[src/rtl/pulse_burst_ctrl.sv]
// Burst sequencer for the jittered pulse source: gates en_o for reps bursts of pulses, gap clocks apart.
// Optional watchdog (macro PULSE_BURST_TMO_EN) aborts a run that sees no pulse for TMO_CYC clocks.
module pulse_burst_ctrl #(
  parameter int CNT_W   = 8,
  parameter int GAP_W   = 12,
  parameter int REP_W   = 4,
  parameter int TMO_CYC = 1000
) (
  input  logic             clk_i,
  input  logic             rst_i,
  input  logic             start_i,
  input  logic             abort_i,
  input  logic [CNT_W-1:0] pulses_i,
  input  logic [GAP_W-1:0] gap_i,
  input  logic [REP_W-1:0] reps_i,
  input  logic             pulse_i,
  output logic             en_o,
  output logic             pulse_o,
  output logic             busy_o,
  output logic             burst_o,
  output logic             done_o,
  output logic             err_o
);

  typedef enum logic [1:0] {IDLE, RUN, GAP} state_e;

  state_e           state_q, state_d;
  logic [CNT_W-1:0] pcnt_q, pcnt_d;
  logic [GAP_W-1:0] gcnt_q, gcnt_d;
  logic [REP_W-1:0] rcnt_q, rcnt_d;
  logic [CNT_W-1:0] pulses_q, pulses_d;
  logic [GAP_W-1:0] gap_q, gap_d;
  logic             en_q, en_d;
  logic             pulse_q, pulse_d;
  logic             burst_q, burst_d;
  logic             done_q, done_d;

`ifdef PULSE_BURST_TMO_EN
  localparam int TMO_W = $clog2(TMO_CYC + 1);
  logic [TMO_W-1:0] wcnt_q, wcnt_d;
  logic             err_q, err_d;
`endif

  always_comb begin
    state_d  = state_q;
    pcnt_d   = pcnt_q;
    gcnt_d   = gcnt_q;
    rcnt_d   = rcnt_q;
    pulses_d = pulses_q;
    gap_d    = gap_q;
    pulse_d  = 1'b0;
    burst_d  = 1'b0;
    done_d   = 1'b0;
`ifdef PULSE_BURST_TMO_EN
    wcnt_d   = '0;
    err_d    = err_q;
`endif
    // abort outranks start and any same-cycle pulse
    if (abort_i) begin
      state_d = IDLE;
      pcnt_d  = '0;
      gcnt_d  = '0;
    end else begin
      case (state_q)
        IDLE: begin
          if (start_i) begin
            pulses_d = pulses_i;
            gap_d    = gap_i;
            rcnt_d   = reps_i;
            pcnt_d   = '0;
`ifdef PULSE_BURST_TMO_EN
            err_d    = 1'b0;
`endif
            if (pulses_i == '0 || reps_i == '0) begin
              done_d = 1'b1;
            end else begin
              state_d = RUN;
            end
          end
        end
        RUN: begin
`ifdef PULSE_BURST_TMO_EN
          wcnt_d = wcnt_q + TMO_W'(1);
`endif
          if (pulse_i) begin
            pulse_d = 1'b1;
`ifdef PULSE_BURST_TMO_EN
            wcnt_d  = '0;
`endif
            if (pcnt_q == pulses_q - CNT_W'(1)) begin
              burst_d = 1'b1;
              pcnt_d  = '0;
              rcnt_d  = rcnt_q - REP_W'(1);
              if (rcnt_q == REP_W'(1)) begin
                state_d = IDLE;
                done_d  = 1'b1;
              end else if (gap_q != '0) begin
                state_d = GAP;
                gcnt_d  = gap_q;
              end
            end else begin
              pcnt_d = pcnt_q + CNT_W'(1);
            end
          end
`ifdef PULSE_BURST_TMO_EN
          else if (wcnt_q == TMO_W'(TMO_CYC - 1)) begin
            err_d   = 1'b1;
            state_d = IDLE;
            pcnt_d  = '0;
          end
`endif
        end
        GAP: begin
          if (gcnt_q == GAP_W'(1)) begin
            state_d = RUN;
          end else begin
            gcnt_d = gcnt_q - GAP_W'(1);
          end
        end
        default: state_d = IDLE;
      endcase
    end
    // en follows the next state so it drops on the same clock as burst_o
    en_d = (state_d == RUN);
  end

  always_ff @(posedge clk_i or posedge rst_i) begin
    if (rst_i) begin
      state_q  <= IDLE;
      pcnt_q   <= '0;
      gcnt_q   <= '0;
      rcnt_q   <= '0;
      pulses_q <= '0;
      gap_q    <= '0;
      en_q     <= 1'b0;
      pulse_q  <= 1'b0;
      burst_q  <= 1'b0;
      done_q   <= 1'b0;
    end else begin
      state_q  <= state_d;
      pcnt_q   <= pcnt_d;
      gcnt_q   <= gcnt_d;
      rcnt_q   <= rcnt_d;
      pulses_q <= pulses_d;
      gap_q    <= gap_d;
      en_q     <= en_d;
      pulse_q  <= pulse_d;
      burst_q  <= burst_d;
      done_q   <= done_d;
    end
  end

`ifdef PULSE_BURST_TMO_EN
  always_ff @(posedge clk_i or posedge rst_i) begin
    if (rst_i) begin
      wcnt_q <= '0;
      err_q  <= 1'b0;
    end else begin
      wcnt_q <= wcnt_d;
      err_q  <= err_d;
    end
  end

  assign err_o = err_q;
`else
  assign err_o = 1'b0;
`endif

  assign en_o    = en_q;
  assign pulse_o = pulse_q;
  assign busy_o  = (state_q != IDLE);
  assign burst_o = burst_q;
  assign done_o  = done_q;

endmodule

[config.mk]
export PLATFORM = sky130hd
export DESIGN_NAME = pulse_burst_ctrl
export DESIGN_NICKNAME = d
export VERILOG_FILES = /design/src/rtl/pulse_burst_ctrl.sv
export SDC_FILE = /design/constraint.sdc
export NUM_CORES = 1
export LEC_CHECK = 0
export ABC_AREA = 1
export CORE_ASPECT_RATIO = 0.75
export CORE_MARGIN = 1.5
export CORE_UTILIZATION = 42
export CTS_BUF_LIST = sky130_fd_sc_hd__clkbuf_4
export DETAILED_ROUTE_END_ITERATION = 8
export GPL_TIMING_DRIVEN = 0
export PLACE_DENSITY = 0.58
export SYNTH_ARGS = -nofsm -noshare
export SYNTH_HDL_FRONTEND = slang
export SYNTH_SLANG_ARGS = --single-unit
[constraint.sdc]
create_clock -name clk_i -period 3 [get_ports clk_i]
set_clock_uncertainty 0.1 [all_clocks]
set_input_delay 0.75 -clock clk_i [delete_from_list [all_inputs] [get_ports clk_i]]
set_output_delay 0.75 -clock clk_i [all_outputs]
set_load 0.03 [all_outputs]
After elaboration in Yosys (flattened, before gate mapping) --
Cells that the tools add are included. W data, S select, Z words.
Word-level totals: register bits 50, input bits 29
Cells by class: $add $sub $neg 4, equality and inequality tests 15, muxes and demuxes 39, bitwise gates (word level) 1, reductions and logical operators 13
Operator list (count):
- $mux W12 | 6
- $mux W8 | 4
- $pmux W12 S2 | 1
- $ne A3 B3 Y1 const B | 6
- $mux W2 | 8
- $pmux W8 S2 | 1
- $mux W1 | 13
- $eq A12 B1 Y1 const B | 1
- $mux W4 | 3
- $reduce_bool A12 Y1 | 1
- $sub A12 B1 Y12 const B | 1
- $add A8 B1 Y8 const B | 1
- $eq A8 B8 Y1 | 1
- $logic_not A8 Y1 | 1
- $pmux W4 S2 | 1
- $sub A8 B1 Y8 const B | 1
- $ne A2 B2 Y1 const B | 3
- $pmux W2 S3 | 1
- $reduce_and A3 Y1 | 2
- $reduce_and A6 Y1 | 1
- $reduce_bool A3 Y1 | 2
- $reduce_and A5 Y1 | 1
- $eq A2 B1 Y1 const B | 2
- $eq A4 B1 Y1 const B | 1
- other kinds (8) | 9

Longest topological paths before layout --
depth after elaboration 8, mapped depth 15

Least setup slack after synthesis --
Ideal clock, no wire load.
kind reg2reg, start point register pulses_q[0], end point register gcnt_q[3], setup time 0.119 ns, arrival time 1.740 ns, path slack 1.041 ns, stages on the path, launching flop included 15, path buffers 1, cell sequence dfrtp_1 inv_2 ha_1 inv_1 nand2_1 nand2_1 nor2_1 nand2_1 nor2_1 nand3_1 nor2_4 nand4_4 buf_6 nand4_1 nand2_1
On the way: cells in the longest elaborated chain, start to end 4
RTL lines:
- start, declared | RTL line 31 | logic [CNT_W-1:0] pulses_q, pulses_d;
- start signal, assigned | RTL line 144 | pulses_q <= pulses_d;
- $sub A8 B1 Y8 | RTL line 90 | if (pcnt_q == pulses_q - CNT_W'(1)) begin
- $eq A8 B8 Y1 | RTL line 90
- $ne A3 B3 Y1 (no source line)
- $reduce_and A6 Y1 (no source line)
- end signal, assigned | RTL line 142 | gcnt_q <= gcnt_d;
- end, declared | RTL line 29 | logic [GAP_W-1:0] gcnt_q, gcnt_d;
Every way passes these cells. A chain may end at the register's enable or synchronous reset.

Worst setup path in the final report --
start point register state_q[1], end point output port busy_o
On the way: cells in the longest elaborated chain, start to end 1
RTL lines:
- start, declared | RTL line 27 | state_e state_q, state_d;
- start signal, assigned | RTL line 140 | state_q <= state_d;
- $reduce_bool A2 Y1 | RTL line 171 | assign busy_o = (state_q != IDLE);
- end, declared | RTL line 19 | output logic busy_o,
Every way passes these cells.

==> metrics.md <==
| Metric | Value |
|---|---|
| Grt ovf | 0 |
| Clock Tree Root | clkbuf_4 |
| Max Root-Sink Buffers | 2 |
| Setup ws final | 0.540 ns |
| Crit Path Category | reg2out |
| Worst path cell trace | nor2_1, inv_1, clkdlybuf4s50_1 |
| P_leak | 1.87 nW |
| Crit path max-delay cell type | clkdlybuf4s50_1 |
| Layout cell share with drive strength beyond 1 | 11.1% |
| Area grow syn2layout | 16.5% |
| Final setup TNS | 0 ns |
| Width of the die | 106 um |
| Final std cells w/o fill | 596 |
| Setup Fix Bufs, Post-CTS | 0 |
| Mux contribution to synthesized area | 1.36% |
| Tmin final | 2.46 ns |
| Syn Std Cell Area | 3320 sq um |
| Number of buffers and inverters on the critical path | 2 |
| Sequential fraction of the synthesis area | 37.7% |
| Setup WS pre-CTS | 0.487 ns |
| First-pass GRT wire length | 13,700 um |
| Netlist cell types | 39 |
| Final hold violation count | 0 |
| Total power | 1.97 mW |
| Vias post-DR | 3,017 |
| Crit start category | flip-flop |
| Via density | 5.06 |
| Top_reg_cell synth | dfrtp_1 |
| Die footprint | 8460 sq um |
| Post-Synth Simple-Gate Area | 33.9% |
| Max rail drop VDD | 198 uV |
| Largest net degree at the start of global routing | 31 |
| Clk_lat worst skew | 0.39 ns |
| Drt pass-1 iters | 4 |
| XOR/XNOR Fraction of Synth Area | 4.71% |
| Initial antenna violation count | 0 |
| Initial DRC Count | 192 |
| RR Startpoint | pulses_q[0] |
| Final nets | 529 |
| Final HPWL DP | 6300 um |
| Starting density of the core | 44.3% |
| Fill count | 778 |
| Crit path DAT | 1.61 ns |
| CORE AREA | 7500 sq um |
| RSZ-0062 raised after global routing | false |
| Slew HR | 65.2% |
| Ys async rst share | 100% |
| Worst path required time | 2.15 ns |
| # IOs | 35 |
| Fin. max-slew vios | 0 |
| Synth top area cells | dfrtp_1, nand2_1, inv_1, nand3_1, nor2_1 |
| Final worst path period share | 82.0% |
| Compound-Gate Fraction of Synth Area | 9.71% |
| Post-synth top area cell | dfrtp_1 |
| Die Y | 80.0 um |
| Final setup fails | 0 |
| Crit path max-delay family | buffers and inverters |
| Gr usage total | 20.8% |
| Number of global-route vias before repair | 2,747 |
| Yosys reg bits | 50 |
| Sink Count | 50 |
| Maximum clock frequency | 0.406 GHz |
| Cell count after placement | 588 |
| Yosys synthesis warning count | 0 |
| Std cell rows | 27 |
| Mapped Nets | 489 |
| PortBufs | 32 |
| Ant diodes | 0 |
| Clock transition at path regs | 0.16 ns |
| PwrDens | 509 nW/um^2 |
| Post-Syn Instances | 454 |
| Status | completed |
| Worst Hold Launch | pulses_q[7] |
| # DRC | 0 |
| Critical Path End Type | output pin |
| Post-synthesis average cell area | 7.32 sq um |
| Resized cells post-CTS | 0 |
| Synth top area share | 37.7% |
| Synth Area in Adders | 2.26% |
| Largest family of logic cells by synthesized area | simple AND/OR/NAND/NOR gates |
| Wire per inst | 13.6 um |
| Antenna-violating nets left | 0 |
| Max H-tree Level | 2 |
| Worst-path maximum fanout | 3 |
| Worst slew pin tran | 0.522 ns |
| Worst hold-check path type | reg2reg |
| MaxCap Viol Count | 0 |
| # hold bufs at CTS | 0 |
| TritonCTS buffer count | 5 |
| CTS tree | yes |
| Crit path largest cell delay | 0.66 ns |
| Routability cong. | 0.930 |
| Number of synthesized flops with an enable pin | 0 |
| Drt total wl | 8110 um |
| Worst Setup SP | state_q[1] |
-- worst paths after layout --
| path | endpoint | slack, ns | cells after the start |
|---|---|---|---|
| worst max-delay path | busy_o | 0.54 | 3 |
| worst min-delay path | pulses_q[7] | 0.42 | 2 |
| worst max register to register | gcnt_q[0] | 0.68 | 14 |
| worst min register to register | pulses_q[7] | 0.42 | 2 |
| max in group asynchronous | gcnt_q[3] | 1.69 | 3 |
| min in group asynchronous | gap_q[5] | 0.58 | 2 |
-- Yosys cell counts, types with 3 or more instances --
cell      number
a21oi_1       21
buf_2          3
clkbuf_1       6
dfrtp_1       50
ha_1           6
inv_1         63
inv_2          6
mux2_2         4
nand2_1       96
nand2_2        6
nand3_1       44
nand3_2        5
nand4_1       19
nor2_1        42
nor2_2         6
nor2_4         4
nor3_1         8
o21ai_0       21
o22ai_1        8
xnor2_1        4
xor2_1        12
-- worst reg2reg max path, stage by stage, from the launching register on --
cell and delay, ns:
dfrtp_1 0.46, inv_2 0.11, ha_1 0.35, inv_1 0.06, nand2_1 0.06, nand2_1 0.05, nor2_1 0.15, nand2_1 0.07
nor2_1 0.08, nand3_1 0.12, nor2_4 0.18, nand4_4 0.12, buf_6 0.18, nand4_1 0.07, nand2_1 0.06
-- flip-flops by register name, indices dropped and copies added (netlist names) --
name      flops
pulses_q      8
done_o        1
gap_q        12
state_q       2
rcnt_q        4
burst_o       1
pulse_o       1
pcnt_q        8
en_o          1
gcnt_q       12
-- cell type report --
type / instances / area, sq um / share of cell area [%]
multi-input cells: 320 / 1730 / 44.7
flip-flops and latches: 50 / 1250 / 32.3
repair buffers: 33 / 340 / 8.79
inverters: 71 / 268 / 6.92
well taps: 101 / 126 / 3.26
plain buffers: 13 / 75.1 / 1.94
clock inverters: 3 / 43.8 / 1.13
clock buffers: 5 / 37.5 / 0.970
-- power by group --
group / internal, mW / switching (mW) / total, mW
registers: 0.773 / 0.111 / 0.884
clock network: 0.177 / 0.240 / 0.417
logic: 0.262 / 0.407 / 0.669
-- per-layer routing --
layer	GRT usage, %	part of all wire [%]	up-vias
met5	0	0	-
met3	4.08	5.2	9
li1	-	-	1551
met4	5.27	1.1	0
met1	32.5	55	1387
met2	28.7	39	70
-- per-stage QoR --
| step | util (%) | area [sq um] | hold slack, ns |
|---|---|---|---|
| floorplan | - | 3320 | 0.364 |
| global placement | 50.3 | 3770 | 0.388 |
| detailed placement | 50.5 | 3790 | 0.393 |
| CTS | 51.6 | 3870 | 0.430 |
| global route | 51.6 | 3870 | 0.470 |
| finish | 51.6 | 3870 | 0.424 |
-- cells in the final DEF, fill, tap and decap left out, drive strengths merged --
cell,n
nand2,103
inv,70
nor2,52
dfrtp,50
nand3,49
clkdlybuf4s50,32
a21oi,22
o21ai,22
nand4,21
xor2,13
clkbuf,12
nor3,8
o22ai,8
buf,7
ha,6
xnor2,4
mux2,4
clkinv,3
a211oi,2
nor3b,1
o211ai,1
a31oi,1
o32ai,1
nor4,1
conb,1
bufinv,1
-- logic make-up after synthesis --
group / after synthesis
compound gates: 57
xor+xnor: 17
fa+ha+maj: 6
buf+inv: 84
flops: 50
mux: 4
other cells: 1
simple gates: 235
Note: power is estimated with default switching activity, not from simulation.
